### src/rtl/clock_gen_pkg.sv
// clock_gen_pkg: shared state codes and width defaults for the fractional clock generator.
package clock_gen_pkg;
    localparam int FREQ_W_DEF = 32;
    localparam int INIT_W_DEF = 9;
    typedef enum logic [2:0] {
        ST_IDLE  = 3'd0,
        ST_WAIT  = 3'd1,
        ST_RUN   = 3'd2,
        ST_ERROR = 3'd3,
        ST_STOP  = 3'd4
    } state_t;
endpackage

### src/rtl/clock_gen_chan.sv
// clock_gen_chan: one channel of the Bresenham clock divider with start-up delay and glitch-free stop.
module clock_gen_chan
    import clock_gen_pkg::*;
#(
    parameter int FREQ_W = FREQ_W_DEF,
    parameter int INIT_W = INIT_W_DEF
) (
    input  logic              ref_clk,
    input  logic              reset,
    input  logic [FREQ_W-1:0] ref_count,
    input  logic [FREQ_W-1:0] target,
    input  logic [INIT_W-1:0] init,
    input  logic              enable,
    input  logic              load,
    output logic              out,
    output logic [2:0]        status
);
    state_t            state, state_n, load_state;
    logic [FREQ_W-1:0] ref_r, ref_n, tgt_r, tgt_n, acc, acc_n, acc_step;
    logic [INIT_W-1:0] cnt, cnt_n;
    logic [FREQ_W:0]   sum;
    logic              out_n, cfg_ok, reload, wrap;

    assign cfg_ok     = (ref_count != '0) && (target != '0) && ({target, 1'b0} <= {1'b0, ref_count});
    assign reload     = load && enable;
    assign load_state = !cfg_ok ? ST_ERROR : (init == '0 ? ST_RUN : ST_WAIT);
    // acc < ref always, so the wrapped remainder fits in FREQ_W bits
    assign sum        = {1'b0, acc} + {tgt_r, 1'b0};
    assign wrap       = sum >= {1'b0, ref_r};
    assign acc_step   = wrap ? sum[FREQ_W-1:0] - ref_r : sum[FREQ_W-1:0];
    assign status     = state;

    always_comb begin
        state_n = state;
        ref_n   = ref_r;
        tgt_n   = tgt_r;
        acc_n   = acc;
        cnt_n   = cnt;
        out_n   = out;
        if (reload) begin
            state_n = load_state;
            ref_n   = ref_count;
            tgt_n   = target;
            acc_n   = '0;
            cnt_n   = init;
            out_n   = cfg_ok && out;
        end else begin
            case (state)
                ST_WAIT: begin
                    cnt_n = cnt - 1'b1;
                    if (!enable)
                        state_n = out ? ST_STOP : ST_IDLE;
                    else if (cnt <= INIT_W'(1))
                        state_n = ST_RUN;
                end
                ST_RUN: begin
                    if (!enable && !out) begin
                        state_n = ST_IDLE;
                    end else begin
                        acc_n = acc_step;
                        out_n = out ^ wrap;
                        // a high phase in progress finishes in STOP so no runt pulse appears
                        if (!enable)
                            state_n = wrap ? ST_IDLE : ST_STOP;
                    end
                end
                ST_STOP: begin
                    acc_n = acc_step;
                    if (wrap) begin
                        out_n   = 1'b0;
                        state_n = ST_IDLE;
                    end
                end
                ST_ERROR: state_n = enable ? ST_ERROR : ST_IDLE;
                ST_IDLE:  state_n = ST_IDLE;
                default: begin
                    state_n = ST_IDLE;
                    out_n   = 1'b0;
                end
            endcase
        end
    end

    always_ff @(posedge ref_clk or posedge reset) begin
        if (reset) begin
            state <= ST_IDLE;
            ref_r <= '0;
            tgt_r <= '0;
            acc   <= '0;
            cnt   <= '0;
            out   <= 1'b0;
        end else begin
            state <= state_n;
            ref_r <= ref_n;
            tgt_r <= tgt_n;
            acc   <= acc_n;
            cnt   <= cnt_n;
            out   <= out_n;
        end
    end
endmodule

### src/rtl/clock_gen_multi.sv
// clock_gen_multi: CHANNELS independent fractional clock generators sharing one reference word.
module clock_gen_multi
    import clock_gen_pkg::*;
#(
    parameter int CHANNELS = 4,
    parameter int FREQ_W   = FREQ_W_DEF,
    parameter int INIT_W   = INIT_W_DEF
) (
    input  logic                       ref_clk,
    input  logic                       reset,
    input  logic [FREQ_W-1:0]          ref_count,
    input  logic [CHANNELS*FREQ_W-1:0] target,
    input  logic [CHANNELS*INIT_W-1:0] init,
    input  logic [CHANNELS-1:0]        enable,
    input  logic                       load,
    output logic [CHANNELS-1:0]        out,
    output logic [CHANNELS*3-1:0]      status
);
    for (genvar i = 0; i < CHANNELS; i++) begin : g_chan
        clock_gen_chan #(
            .FREQ_W(FREQ_W),
            .INIT_W(INIT_W)
        ) u_chan (
            .ref_clk  (ref_clk),
            .reset    (reset),
            .ref_count(ref_count),
            .target   (target[i*FREQ_W +: FREQ_W]),
            .init     (init[i*INIT_W +: INIT_W]),
            .enable   (enable[i]),
            .load     (load),
            .out      (out[i]),
            .status   (status[3*i +: 3])
        );
    end
endmodule

### config.mk
export PLATFORM = sky130hd
export DESIGN_NAME = clock_gen_multi
export DESIGN_NICKNAME = d
export VERILOG_FILES = /design/src/rtl/clock_gen_pkg.sv /design/src/rtl/clock_gen_chan.sv /design/src/rtl/clock_gen_multi.sv
export SDC_FILE = /design/constraint.sdc
export NUM_CORES = 2
export LEC_CHECK = 0
export CAP_MARGIN = 15
export CORE_UTILIZATION = 50
export DETAILED_ROUTE_END_ITERATION = 10
export PLACE_DENSITY_LB_ADDON = 0.1
export SLEW_MARGIN = 20
export SYNTH_ARGS = -nofsm -noshare
export SYNTH_HDL_FRONTEND = slang
export SYNTH_HIERARCHICAL = 1
export SYNTH_SLANG_ARGS = --single-unit
### constraint.sdc
create_clock -name ref_clk -period 7.4 [get_ports ref_clk]
set_input_delay 1.48 -clock ref_clk [delete_from_list [all_inputs] [get_ports ref_clk]]
set_output_delay 1.48 -clock ref_clk [all_outputs]
set_load 0.02 [all_outputs]
# Word-level counts from Yosys, hierarchy flattened
# Index checks and enable logic that the tools add are counted.
# Widths: inputs -> output; s select.
# word_totals
out_inout_bits,16
elab_cells,241
regBits,436
# classes
order_cmp,12
reduce_logical,65
bitwise_logic,4
addsub,12
n_eq_ne,36
n_mux,88
# ops
operator,count
$mux 32,12
$pmux 32 s2,4
$reduce_bool 32->1,5
$add 32x33->33,4
$ge 33x32->1,4
$le 33x32->1,4
$sub 32x32->32,4
$mux 3,36
$mux 9,8
$pmux 3 s4,4
$le 9x1->1 const B,4
$logic_not 9->1,4
$sub 9x1->9 const B,4
$ne 4x2->1 const B,8
$eq 3x2->1 const B,8
$reduce_and 3->1,8
$logic_and 1x1->1,20
$mux 2,8
$eq 3x1->1 const B,4
$eq 3x3->1 const B,4
$logic_not 3->1,4
$mux 1,12
$ne 3x1->1 const B,4
$ne 3x2->1 const B,4
8 further kinds,36

# Longest topological paths before layout
# logic_depth
ltp_word,7
mapped_depth,25

# Hierarchy
# Netlist, hierarchy kept.
# by_module_without_submodules
mod,instances,cells_per_inst,area_each_um2
clock_gen_chan (g_chan[1].u_chan ...),2,1127,9001.1
clock_gen_chan (g_chan[3].u_chan),1,1111,8928.6
clock_gen_chan (g_chan[0].u_chan),1,1082,8700.8

# Worst setup path after synthesis
# OpenSTA, ideal clock, no wires.
# synth_timing
path_type,register -> register
start,reg g_chan[3].u_chan.tgt_r[0]
end,reg g_chan[3].u_chan.acc[13]
stages_incl_launch_ff,22
setup_ps,131
setup_slack_ps,2600
required_ps,7269
period_less_slack_ps,4800
arrival_ps,4669
cell_sequence,dfrtp_1 > ha_1 > fa_1 > a21o_1 > o2bb2ai_1 > o21ai_0 > inv_1 > a21o_1 > a21oi_1 > xnor2_1 > ha_1 > clkbuf_1 > and3_1 > a221o_1 > a21o_1 > or3_1 > a31oi_1 > o31ai_1 > a211oi_4 > buf_6 > mux2i_1 > o21ai_1
# synth_via
elab_chain_len,6
elab_cells_between_ends,7
classes_between,add/sub: 2; order compare: 1; mux: 4
# synth_lines
element,line_no,source
"start, declared",clock_gen_chan.sv:19,"logic [FREQ_W-1:0] ref_r, ref_n, tgt_r, tgt_n, acc, acc_n, acc_step;"
"start signal, assigned",clock_gen_chan.sv:95,tgt_r <= tgt_n;
$add 32x33->33 (*),clock_gen_chan.sv:28,"assign sum = {1'b0, acc} + {tgt_r, 1'b0};"
$sub 32x32->32 or $ge 33x32->1 (tied branches),"clock_gen_chan.sv:30, clock_gen_chan.sv:29",
$mux 32 (*),clock_gen_chan.sv:30,assign acc_step = wrap ? sum[FREQ_W-1:0] - ref_r : sum[FREQ_W-1:0];
$mux 32,clock_gen_chan.sv:57,if (!enable && !out) begin
$pmux 32 s2 (*),clock_gen_chan.sv:48,case (state)
$mux 32 (*),clock_gen_chan.sv:40,if (reload) begin
"end signal, assigned",clock_gen_chan.sv:96,acc <= acc_n;
"end, declared",clock_gen_chan.sv:19,
# Every way passes the cells marked *; elsewhere a longest branch is shown, timed or not. The select of a mux whose other input is x is not followed.
# A chain may end at the register's enable or synchronous reset.

# Worst setup path in the final report
# layout_timing
start,reg g_chan[2].u_chan.tgt_r[0]
end,reg g_chan[2].u_chan.out
# layout_via
elab_chain_len,6
elab_cells_between_ends,8
classes_between,add/sub: 1; order compare: 1; eq/ne: 1; mux: 3; bitwise: 1; reduce/logical: 1
# layout_lines
element,line_no,source
"start, declared",clock_gen_chan.sv:19,
"start signal, assigned",clock_gen_chan.sv:95,
$add 32x33->33 (*),clock_gen_chan.sv:28,
$ge 33x32->1 (*),clock_gen_chan.sv:29,"assign wrap = sum >= {1'b0, ref_r};"
$xor 1x1->1,clock_gen_chan.sv:61,out_n = out ^ wrap;
$mux 1,clock_gen_chan.sv:57,
$pmux 1 s3,clock_gen_chan.sv:48,
$mux 1,clock_gen_chan.sv:40,
"end signal, assigned",clock_gen_chan.sv:98,out <= out_n;
"end, declared",clock_gen_chan.sv:15,"output logic out,"
# Marks and branches as above.

==> impl_metrics.tcl <==
set metrics [dict create \
    firstDrtPassIters 5 \
    fmax_mhz 168.7 \
    route.antenna.remaining_nets 0 \
    power_w 0.01649 \
    synth_top_cell_by_area "dfrtp_1" \
    hp-class "flop to flop" \
    place_congestion 0.9396 \
    synth_most_common_cell "nand2_1" \
    period_needed_ps 5929 \
    ys_top_cells_by_count "nand2_1, dfrtp_1, ha_1, o21ai_0, inv_1" \
    synth_edf_count 0 \
    setup_tns_ps 0 \
    htree_num_levels 2 \
    grt_pass1_wl_um 182100 \
    swShare 0.4664 \
    drt_wl_total_um 117500 \
    via_per_inst 5.953 \
    drive_gt1_frac 0.04685 \
    leakage_nw 19.66 \
    grt_max_degree 121 \
    area_growth_pct 14.11 \
    core_mm2 0.07027 \
    powerDensity_mw_per_mm2 405.7 \
    syn_area_mm2 0.03563 \
    num_io_pins 219 \
    multiInputGateArea_mm2 0.02285 \
    drtIter0Drc 2782 \
    wl_met3_um 7695 \
    synth_top_area_frac 0.3062 \
    start_util 0.5071 \
    synth_seq_cells 436 \
    crit_chain "ha_1 > fa_1 > a21oi_1 > o211ai_1 > nand3_1 > a211oi_1 > o31ai_1 > nand2b_1 > a21o_1 > xnor2_1 > inv_1 > ha_1 > and3_1 > and3_1 > a21o_1 > nor2_1 > a21oi_1 > or4b_2 > buf_4 > a2111oi_4 > o22a_1" \
    drc_errors 0 \
    cp_slowest_cell "or4b_2" \
    overflow 0 \
    required_ps 7960 \
    die_y_um 269.0 \
    hold_buffers 0 \
    num_vias 33419 \
    ir_worst_vdd_uv 247.9 \
    root_buffer "clkbuf_16" \
    final_util 0.5786 \
    nNetsFinal 5225 \
    insertion_delay_ps 640 \
    worst_slack_ps 1471 \
    skew_ps 19.30 \
    critPathLaunchType "flop" \
    path_max_fanout 28 \
    dieArea_mm2 0.07233 \
    fin_crit_sh 0.8013 \
    synthDistinctLibCells 89 \
    fill_cells 6576 \
    rows 97 \
    cts-resized-gates 0 \
    synthCells 4447 \
    clkPwrFrac 0.168 \
    synth_nets 5042 \
    cts_sinks 436 \
    critPathMaxStageDelay_ps 1080 \
    syn_area_per_cell_um2 8.013 \
    clkTransAtPathRegs_ps 60 \
    cts_tree "built" \
    hold_viol_final 0 \
    synthTopCellsByArea "dfrtp_1, ha_1, nand2_1" \
    finalSetupViolCount 0 \
    wl_met1_um 52820 \
    chipWidth_um 269.0 \
    routedWlPerCell_um 20.94 \
    arrival_ps 6490 \
    switchingPower_w 0.007693 \
    crit_buf_inv 2 \
    cts_setup_buffers 0 \
    maxCapViolCount 0 \
    async_flop_share 1.000 \
    drv_slew 0 \
    internal_power_w 0.008802 \
    grt_antenna_before_repair 2 \
    portBuffers 218 \
    slew_headroom 0.2211 \
    final-instance-count-excl-fill 5614 \
    register_area_mm2 0.01091 \
    first_global_vias 31567 \
    cts_buffers 54 \
    combPwrFrac 0.636 \
    power_frac_seq 0.196 \
    cp-end-kind "flop" \
    clock_path_buffers 3 \
    yosys_warnings 6 \
    place_ws_ps 1595 \
    place_hpwl_um 85990 \
    status "completed" \
    path_delay_family "simple AND/OR/NAND/NOR gates" \
    ys_seq_area_frac 0.3062 \
    max_slew.worst_pin.slew_ps 1168 \
    topRoutingLayerUsed "met5" \
    antenna_cells 0 \
    ys.flop_type "dfrtp_1" \
    wl_met2_um 52950 \
    grt_usage 0.3246 \
    dp_cells 5514 \
    criticalPathCategory "flop to flop" \
    rsz0062_at_grt "false" \
]
-- worst register-to-register path: cells and delay by family, from the launching register on --
family | cells | cell delay, ps
and+or+nand+nor | 6 | 1980
AOI/OAI and AO/OA | 9 | 1870
adders and majority gates | 3 | 1000
buffers and inverters | 2 | 450
DFF | 1 | 380
xor gates and xnor gates | 1 | 190
-- sequential cells by signal, indices dropped and copies added, names as in the netlist --
signal	flops
g_chan.u_chan/acc	128
g_chan.u_chan/cnt	36
g_chan.u_chan/out	4
g_chan.u_chan/ref_r	128
g_chan.u_chan/status	12
g_chan.u_chan/tgt_r	128
-- final timing paths --
check	startpoint	end	slack, ps	depth (start not counted)
worst min-delay path	g_chan[1].u_chan/acc[10]	g_chan[1].u_chan/acc[10]	480	2
min in group asynchronous	reset	g_chan[0].u_chan/ref_r[17]	1700	2
max in group asynchronous	reset	g_chan[0].u_chan/tgt_r[29]	4400	3
worst max-delay path	g_chan[2].u_chan/tgt_r[0]	g_chan[2].u_chan/out	1470	21
worst max register to register	g_chan[2].u_chan/tgt_r[0]	g_chan[2].u_chan/out	1470	21
worst min register to register	g_chan[1].u_chan/acc[10]	g_chan[1].u_chan/acc[10]	480	2
-- per-stage QoR --
step	hold WS (ps)	instance area [um2]
2_1_floorplan	452.3	35630
4_1_cts	485.3	40650
6_report	483.5	40660
3_3_place_gp	466.1	38800
3_5_place_dp	469.6	38800
5_1_grt	498.1	40660
-- logic make-up after synthesis --
group / count (synthesis) / synth area share
flip-flops: 436 / 0.3062
adder cells (fa/ha/maj): 392 / 0.1393
buffers and inverters: 485 / 0.05376
multiplexers: 70 / 0.01973
XOR/XNOR: 245 / 0.06022
AO/OA/AOI/OAI: 1235 / 0.2205
AND/OR/NAND/NOR: 1584 / 0.2003
-- layout by cell type, fill, tap and decap left out, types with 39 or more instances in the layout --
cell             count
ha_1               384
nand4_1             69
nand2_1            860
xnor2_1            156
nor2_1             210
nor4_1              92
a21o_1             150
clkdlybuf4s50_1    217
clkbuf_16           54
o21ai_1             39
xor2_1              89
dfrtp_1            436
inv_1              335
a21oi_1            280
nand3_1             92
buf_4               53
nor3_1              57
nor2b_1             40
o21ai_0            371
mux2i_1             68
o21bai_1            40
-- routing by layer --
metal,track usage,up-vias
met5,0,-
li1,-,16155
met2,0.5209,1074
met3,0.04749,211
met4,0.1061,2
met1,0.4475,15977
-- layout make-up --
class                   count  area share
inverters                 339     0.03154
flip-flops and latches    436      0.2683
clock buffers              74     0.03853
well taps                 940     0.02893
repair buffers            273     0.06388
clock inverters            26    0.006924
multi-input cells        3526      0.5619
-- power by group through the flow --
| stage | Clock [W] | Sequential, W | Combinational [W] |
|---|---|---|---|
| after floorplan | 0 | 0.00317 | 0.00806 |
| after global placement | 0 | 0.00325 | 0.0102 |
| after detailed placement | 0 | 0.00326 | 0.0103 |
| after CTS | 0.00283 | 0.00323 | 0.0103 |
| after global routing | 0.00292 | 0.00329 | 0.0116 |
| final | 0.00277 | 0.00323 | 0.0105 |
(Power assumes the default switching activity.)
